### config.mk
export PLATFORM = sky130hd
export DESIGN_NAME = bus_arbiter_flat
export DESIGN_NICKNAME = d
export VERILOG_FILES = /design/src/rtl/bus_arbiter_if.sv /design/src/rtl/bus_arbiter.sv /design/src/flat_wrapper.sv
export SDC_FILE = /design/constraint.sdc
export NUM_CORES = 1
export LEC_CHECK = 0
export ABC_AREA = 1
export CAP_MARGIN = 10
export CORE_AREA = 2 2 121 123
export DETAILED_ROUTE_END_ITERATION = 12
export DIE_AREA = 0 0 123 125
export PLACE_DENSITY = 0.66
export SYNTH_ARGS = -nofsm -noshare
export SYNTH_HDL_FRONTEND = slang
export SYNTH_SLANG_ARGS = --single-unit
export TNS_END_PERCENT = 1
### constraint.sdc
create_clock -name clk -period 4.4 [get_ports clk]
set_input_delay 0.88 -clock clk [delete_from_list [all_inputs] [get_ports clk]]
set_output_delay 0.88 -clock clk [all_outputs]
set_load 0.1 [all_outputs]
### src/rtl/bus_arbiter_if.sv
// rtl/bus_arbiter_if.sv - signal bundle between two requesters, the arbiter and memory
interface bus_arbiter_if;
  logic        m0_valid, m1_valid;
  logic [31:0] m0_addr, m1_addr;
  logic [31:0] m0_wdata, m1_wdata;
  logic [3:0]  m0_wstrb, m1_wstrb;
  logic        m0_lock, m1_lock;
  logic        m0_ready, m1_ready;
  logic [31:0] m0_rdata, m1_rdata;
  logic        m0_err, m1_err;
  logic        mem_valid;
  logic [31:0] mem_addr, mem_wdata;
  logic [3:0]  mem_wstrb;
  logic        mem_ready;
  logic [31:0] mem_rdata;

  // Arbiter view.
  modport slave (
    input  m0_valid, m1_valid, m0_addr, m1_addr, m0_wdata, m1_wdata,
           m0_wstrb, m1_wstrb, m0_lock, m1_lock, mem_ready, mem_rdata,
    output m0_ready, m1_ready, m0_rdata, m1_rdata, m0_err, m1_err,
           mem_valid, mem_addr, mem_wdata, mem_wstrb
  );

  // Requester and memory view.
  modport master (
    output m0_valid, m1_valid, m0_addr, m1_addr, m0_wdata, m1_wdata,
           m0_wstrb, m1_wstrb, m0_lock, m1_lock, mem_ready, mem_rdata,
    input  m0_ready, m1_ready, m0_rdata, m1_rdata, m0_err, m1_err,
           mem_valid, mem_addr, mem_wdata, mem_wstrb
  );
endinterface

### src/rtl/bus_arbiter.sv
// rtl/bus_arbiter.sv - round-robin two-port memory arbiter with lock and stall timeout
module bus_arbiter #(
  parameter int unsigned TIMEOUT_CYCLES = 255
) (
  input  logic       clk,
  input  logic       resetn,
  bus_arbiter_if.slave bus
);

  typedef enum logic [1:0] {IDLE, BUSY0, BUSY1} state_t;

  localparam logic [15:0] TO_LAST = 16'(TIMEOUT_CYCLES - 1);

  state_t      state, next_state;
  logic        last_grant, next_last_grant;
  logic [15:0] cnt, next_cnt;

  logic        busy1;
  logic        sel_valid, sel_lock;
  logic        done, tmo;
  logic [31:0] rsp_data;

  always_ff @(posedge clk or negedge resetn) begin
    if (!resetn) begin
      state      <= IDLE;
      last_grant <= 1'b1;
      cnt        <= '0;
    end else begin
      state      <= next_state;
      last_grant <= next_last_grant;
      cnt        <= next_cnt;
    end
  end

  always_comb begin
    next_state      = state;
    next_last_grant = last_grant;
    next_cnt        = cnt;
    busy1           = (state == BUSY1);
    sel_valid       = 1'b0;
    sel_lock        = 1'b0;
    done            = 1'b0;
    tmo             = 1'b0;
    bus.mem_valid   = 1'b0;
    bus.mem_addr    = '0;
    bus.mem_wdata   = '0;
    bus.mem_wstrb   = '0;
    bus.m0_ready    = 1'b0;
    bus.m1_ready    = 1'b0;
    bus.m0_err      = 1'b0;
    bus.m1_err      = 1'b0;
    bus.m0_rdata    = '0;
    bus.m1_rdata    = '0;

    case (state)
      IDLE: begin
        // On a tie, the port that did not finish last wins.
        if (bus.m0_valid && (!bus.m1_valid || last_grant)) begin
          next_state = BUSY0;
          next_cnt   = '0;
        end else if (bus.m1_valid) begin
          next_state = BUSY1;
          next_cnt   = '0;
        end
      end
      BUSY0, BUSY1: begin
        sel_valid     = busy1 ? bus.m1_valid : bus.m0_valid;
        sel_lock      = busy1 ? bus.m1_lock  : bus.m0_lock;
        bus.mem_valid = sel_valid;
        bus.mem_addr  = busy1 ? bus.m1_addr  : bus.m0_addr;
        bus.mem_wdata = busy1 ? bus.m1_wdata : bus.m0_wdata;
        bus.mem_wstrb = busy1 ? bus.m1_wstrb : bus.m0_wstrb;
        if (sel_valid && bus.mem_ready) begin
          done     = 1'b1;
          next_cnt = '0;
          if (!sel_lock) begin
            next_state      = IDLE;
            next_last_grant = busy1;
          end
        end else if (sel_valid && (cnt == TO_LAST)) begin
          // A stalled memory ends the transfer with an error, even under lock.
          done            = 1'b1;
          tmo             = 1'b1;
          next_cnt        = '0;
          next_state      = IDLE;
          next_last_grant = busy1;
        end else if (sel_valid) begin
          next_cnt = cnt + 16'd1;
        end else if (!sel_lock) begin
          next_state = IDLE;
        end
      end
      default: next_state = IDLE;
    endcase

    rsp_data = tmo ? 32'hFFFF_FFFF : bus.mem_rdata;
    if (state == BUSY0) begin
      bus.m0_ready = done;
      bus.m0_err   = tmo;
      bus.m0_rdata = done ? rsp_data : '0;
    end
    if (state == BUSY1) begin
      bus.m1_ready = done;
      bus.m1_err   = tmo;
      bus.m1_rdata = done ? rsp_data : '0;
    end
  end

endmodule

### src/flat_wrapper.sv
// flat-port wrapper written by rule: the top's interface ports become plain ports
module bus_arbiter_flat 
#(
  parameter int unsigned TIMEOUT_CYCLES = 255
)
  (clk, resetn, bus_m0_valid, bus_m1_valid, bus_m0_addr, bus_m1_addr, bus_m0_wdata, bus_m1_wdata, bus_m0_wstrb, bus_m1_wstrb, bus_m0_lock, bus_m1_lock, bus_mem_ready, bus_mem_rdata, bus_m0_ready, bus_m1_ready, bus_m0_rdata, bus_m1_rdata, bus_m0_err, bus_m1_err, bus_mem_valid, bus_mem_addr, bus_mem_wdata, bus_mem_wstrb);
  bus_arbiter_if bus_i ();
  input  logic clk;
  input  logic resetn;
  input wire logic [$bits(bus_i.m0_valid)-1:0] bus_m0_valid;
  input wire logic [$bits(bus_i.m1_valid)-1:0] bus_m1_valid;
  input wire logic [$bits(bus_i.m0_addr)-1:0] bus_m0_addr;
  input wire logic [$bits(bus_i.m1_addr)-1:0] bus_m1_addr;
  input wire logic [$bits(bus_i.m0_wdata)-1:0] bus_m0_wdata;
  input wire logic [$bits(bus_i.m1_wdata)-1:0] bus_m1_wdata;
  input wire logic [$bits(bus_i.m0_wstrb)-1:0] bus_m0_wstrb;
  input wire logic [$bits(bus_i.m1_wstrb)-1:0] bus_m1_wstrb;
  input wire logic [$bits(bus_i.m0_lock)-1:0] bus_m0_lock;
  input wire logic [$bits(bus_i.m1_lock)-1:0] bus_m1_lock;
  input wire logic [$bits(bus_i.mem_ready)-1:0] bus_mem_ready;
  input wire logic [$bits(bus_i.mem_rdata)-1:0] bus_mem_rdata;
  output wire logic [$bits(bus_i.m0_ready)-1:0] bus_m0_ready;
  output wire logic [$bits(bus_i.m1_ready)-1:0] bus_m1_ready;
  output wire logic [$bits(bus_i.m0_rdata)-1:0] bus_m0_rdata;
  output wire logic [$bits(bus_i.m1_rdata)-1:0] bus_m1_rdata;
  output wire logic [$bits(bus_i.m0_err)-1:0] bus_m0_err;
  output wire logic [$bits(bus_i.m1_err)-1:0] bus_m1_err;
  output wire logic [$bits(bus_i.mem_valid)-1:0] bus_mem_valid;
  output wire logic [$bits(bus_i.mem_addr)-1:0] bus_mem_addr;
  output wire logic [$bits(bus_i.mem_wdata)-1:0] bus_mem_wdata;
  output wire logic [$bits(bus_i.mem_wstrb)-1:0] bus_mem_wstrb;
  assign bus_i.m0_valid = bus_m0_valid;
  assign bus_i.m1_valid = bus_m1_valid;
  assign bus_i.m0_addr = bus_m0_addr;
  assign bus_i.m1_addr = bus_m1_addr;
  assign bus_i.m0_wdata = bus_m0_wdata;
  assign bus_i.m1_wdata = bus_m1_wdata;
  assign bus_i.m0_wstrb = bus_m0_wstrb;
  assign bus_i.m1_wstrb = bus_m1_wstrb;
  assign bus_i.m0_lock = bus_m0_lock;
  assign bus_i.m1_lock = bus_m1_lock;
  assign bus_i.mem_ready = bus_mem_ready;
  assign bus_i.mem_rdata = bus_mem_rdata;
  assign bus_m0_ready = bus_i.m0_ready;
  assign bus_m1_ready = bus_i.m1_ready;
  assign bus_m0_rdata = bus_i.m0_rdata;
  assign bus_m1_rdata = bus_i.m1_rdata;
  assign bus_m0_err = bus_i.m0_err;
  assign bus_m1_err = bus_i.m1_err;
  assign bus_mem_valid = bus_i.mem_valid;
  assign bus_mem_addr = bus_i.mem_addr;
  assign bus_mem_wdata = bus_i.mem_wdata;
  assign bus_mem_wstrb = bus_i.mem_wstrb;
  bus_arbiter #(.TIMEOUT_CYCLES(TIMEOUT_CYCLES)) u_core (.clk(clk), .resetn(resetn), .bus(bus_i));
endmodule
==> impl_metrics.json <==
{
  "dp_hpwl_um": 12900,
  "required_ps": 3520,
  "syn_area_per_cell_um2": 5.54,
  "io_buffers": 311,
  "ys_seq_area_share_pct": 15.2,
  "cp_num_cells": 10,
  "fillerInstances": 1409,
  "yosysWarnings": 0,
  "vias": 4505,
  "fp-row-count": 44,
  "finalCriticalPeriod_ps": 3900,
  "vias_per_cell": 4.38,
  "rsz0062_at_grt": "false",
  "path_buf_inv": 4,
  "grt_overflow_total": 0,
  "final_common_cell": "clkdlybuf4s50_1",
  "drive_above_1_share_pct": 23.0,
  "reg2reg_depth": 8,
  "synth-seq-cells": 19,
  "cts-root-buf": "clkbuf_16",
  "hold-path-cell-count": 2,
  "drt_drc_violations_left": 0,
  "post_cts_buffers": 0,
  "holdBufCountCts": 0,
  "fin_cells": 1029,
  "drtIter0Drc": 230,
  "ff2ff_setup_slack_ps": 2230,
  "cts_buffers": 3,
  "ios": 312,
  "clkLatencyLatePin_ps": 250,
  "hold_class": "flop to flop",
  "die_x_um": 123,
  "tightest_slew_ps": 845,
  "first_pass_iters": 4,
  "htree_levels": 1,
  "grt_pass1_wl_um": 23900,
  "worstPathMaxFanout": 33,
  "layout_common_cells": "clkdlybuf4s50_1, nor2_1, nand2_1",
  "cts_tree": "yes",
  "antenna_found_initial": 2,
  "gp_congestion": 0.899,
  "regArea_um2": 477,
  "setup_viol": 0,
  "nets": 1027,
  "grt_start_max_net_pins": 72,
  "max_stage_delay_ps": 500,
  "synth_area_um2": 3140,
  "min_period_over_period_pct": 88.6,
  "crit_chain": "clkdlybuf4s50_1 > inv_1 > nand2_1 > nand2_2 > nor2_4 > inv_2 > nand2_4 > nand3_4 > a21oi_1 > buf_12",
  "areaGrowthSynthToFinish_pct": 120,
  "place_inst": 1025,
  "wire_per_inst_um": 15.6,
  "initial_core_util_pct": 22.1,
  "cp-end-kind": "primary output",
  "outcome": "complete, no violations",
  "slowest_stage": "clkdlybuf4s50_1",
  "drtAntennaViolNets": 0,
  "clk_pin_slew_ps": 50,
  "cp.arrival_ps": 3020,
  "relSlewSlack_pct": 43.5,
  "cts.repair.resized": 0,
  "crit_type": "input pin to primary output",
  "totalWireLength_um": 16100,
  "die_y_um": 125,
  "hold_viol": 0,
  "critical_path.top_delay_family": "buffers and inverters",
  "clkSinkCount": 19,
  "finalSetupTns_ps": 0,
  "die_area_um2": 15400,
  "skew_ps": 1.77,
  "grt_usage_pct": 19.7,
  "grt_pass1_vias": 4245,
  "critical_path.startpoint_type": "input pin",
  "synthDistinctLibCells": 29,
  "core-area_um2": 14200,
  "netlist_instances": 566,
  "max_cap_viol_count": 0,
  "multi_input_area_um2": 2200,
  "antenna_cells": 0,
  "syn_nets": 747,
  "fmax_mhz": 256,
  "slew_violations": 0,
  "cts.path.max_buffers": 2
}
==> routing by layer <==
metal	up-vias	GRT usage [%]	wire (µm)
li1	2353	-	-
met1	1946	23.3	6110
met2	180	33.8	7760
met3	22	7.94	1930
met4	4	3.07	220
met5	-	0	30
==> worst reg2reg max path, stage by stage, from the launching register on <==
cell and delay (ps):
dfrtp_1 430, inv_1 90, ha_2 510, buf_12 300, nand2_1 90, nand3_1 340, nor2_1 70, o21ai_0 150
nor2_1 70
==> sequential cells by signal (all words and copies together) (netlist names) <==
name               cells
u_core.last_grant      1
u_core.state           2
u_core.cnt            16
==> worst paths after layout <==
path,start,end
min in group asynchronous,resetn,u_core.cnt[15]
max,bus_m0_valid,bus_m1_rdata[0]
min,u_core.last_grant,u_core.last_grant
min reg2reg,u_core.last_grant,u_core.last_grant
max in group asynchronous,resetn,u_core.cnt[9]
max reg2reg,u_core.state[1],u_core.cnt[7]
==> synthesized netlist by cell type (all sizes together) <==
cell type,number,area [µm²]
nor2,177,697
nand2,81,314
o21ai,74,370
a21oi,65,434
inv,60,225
nand3,21,135
buf,20,173
clkbuf,20,75.1
dfrtp,18,450
nand4,10,62.6
ha,6,75.1
nor3,4,25.0
o21bai,4,30.0
xor2,4,35.0
dfstp,1,26.3
nor3b,1,7.51
==> cell type report <==
class,instances,area share (%)
inverter,60,3.27
clock buffer,4,1.14
timing repair buffer,315,53.5
sequential,19,6.91
tap,184,3.34
multi-input combinational,447,31.8
==> cell families (layout without fill, tap and decap cells) <==
| logic type | Yosys count | in the layout | share of synthesized area, % |
|---|---|---|---|
| and+or+nand+nor | 294 | 294 | 39.6 |
| DFF | 19 | 19 | 15.2 |
| adders and majority gates | 6 | 6 | 2.39 |
| buffers and inverters | 100 | 379 | 15.1 |
| AOI/OAI and AO/OA | 143 | 143 | 26.6 |
| xor gates and xnor gates | 4 | 4 | 1.12 |
==> metrics by stage <==
stage | util, % | worst slack, ps | area, µm² | hold slack [ps]
global route | 48.5 | 273 | 6900 | 503
detailed placement | 48.0 | 478 | 6820 | 475
global placement | 48.0 | 537 | 6820 | 467
finish | 48.5 | 501 | 6900 | 479
CTS | 48.5 | 470 | 6900 | 485
floorplan | - | 147 | 3140 | 440
Power is not shown: default switching activity piles up to over one toggle a cycle in this logic, so the estimate is an artifact.
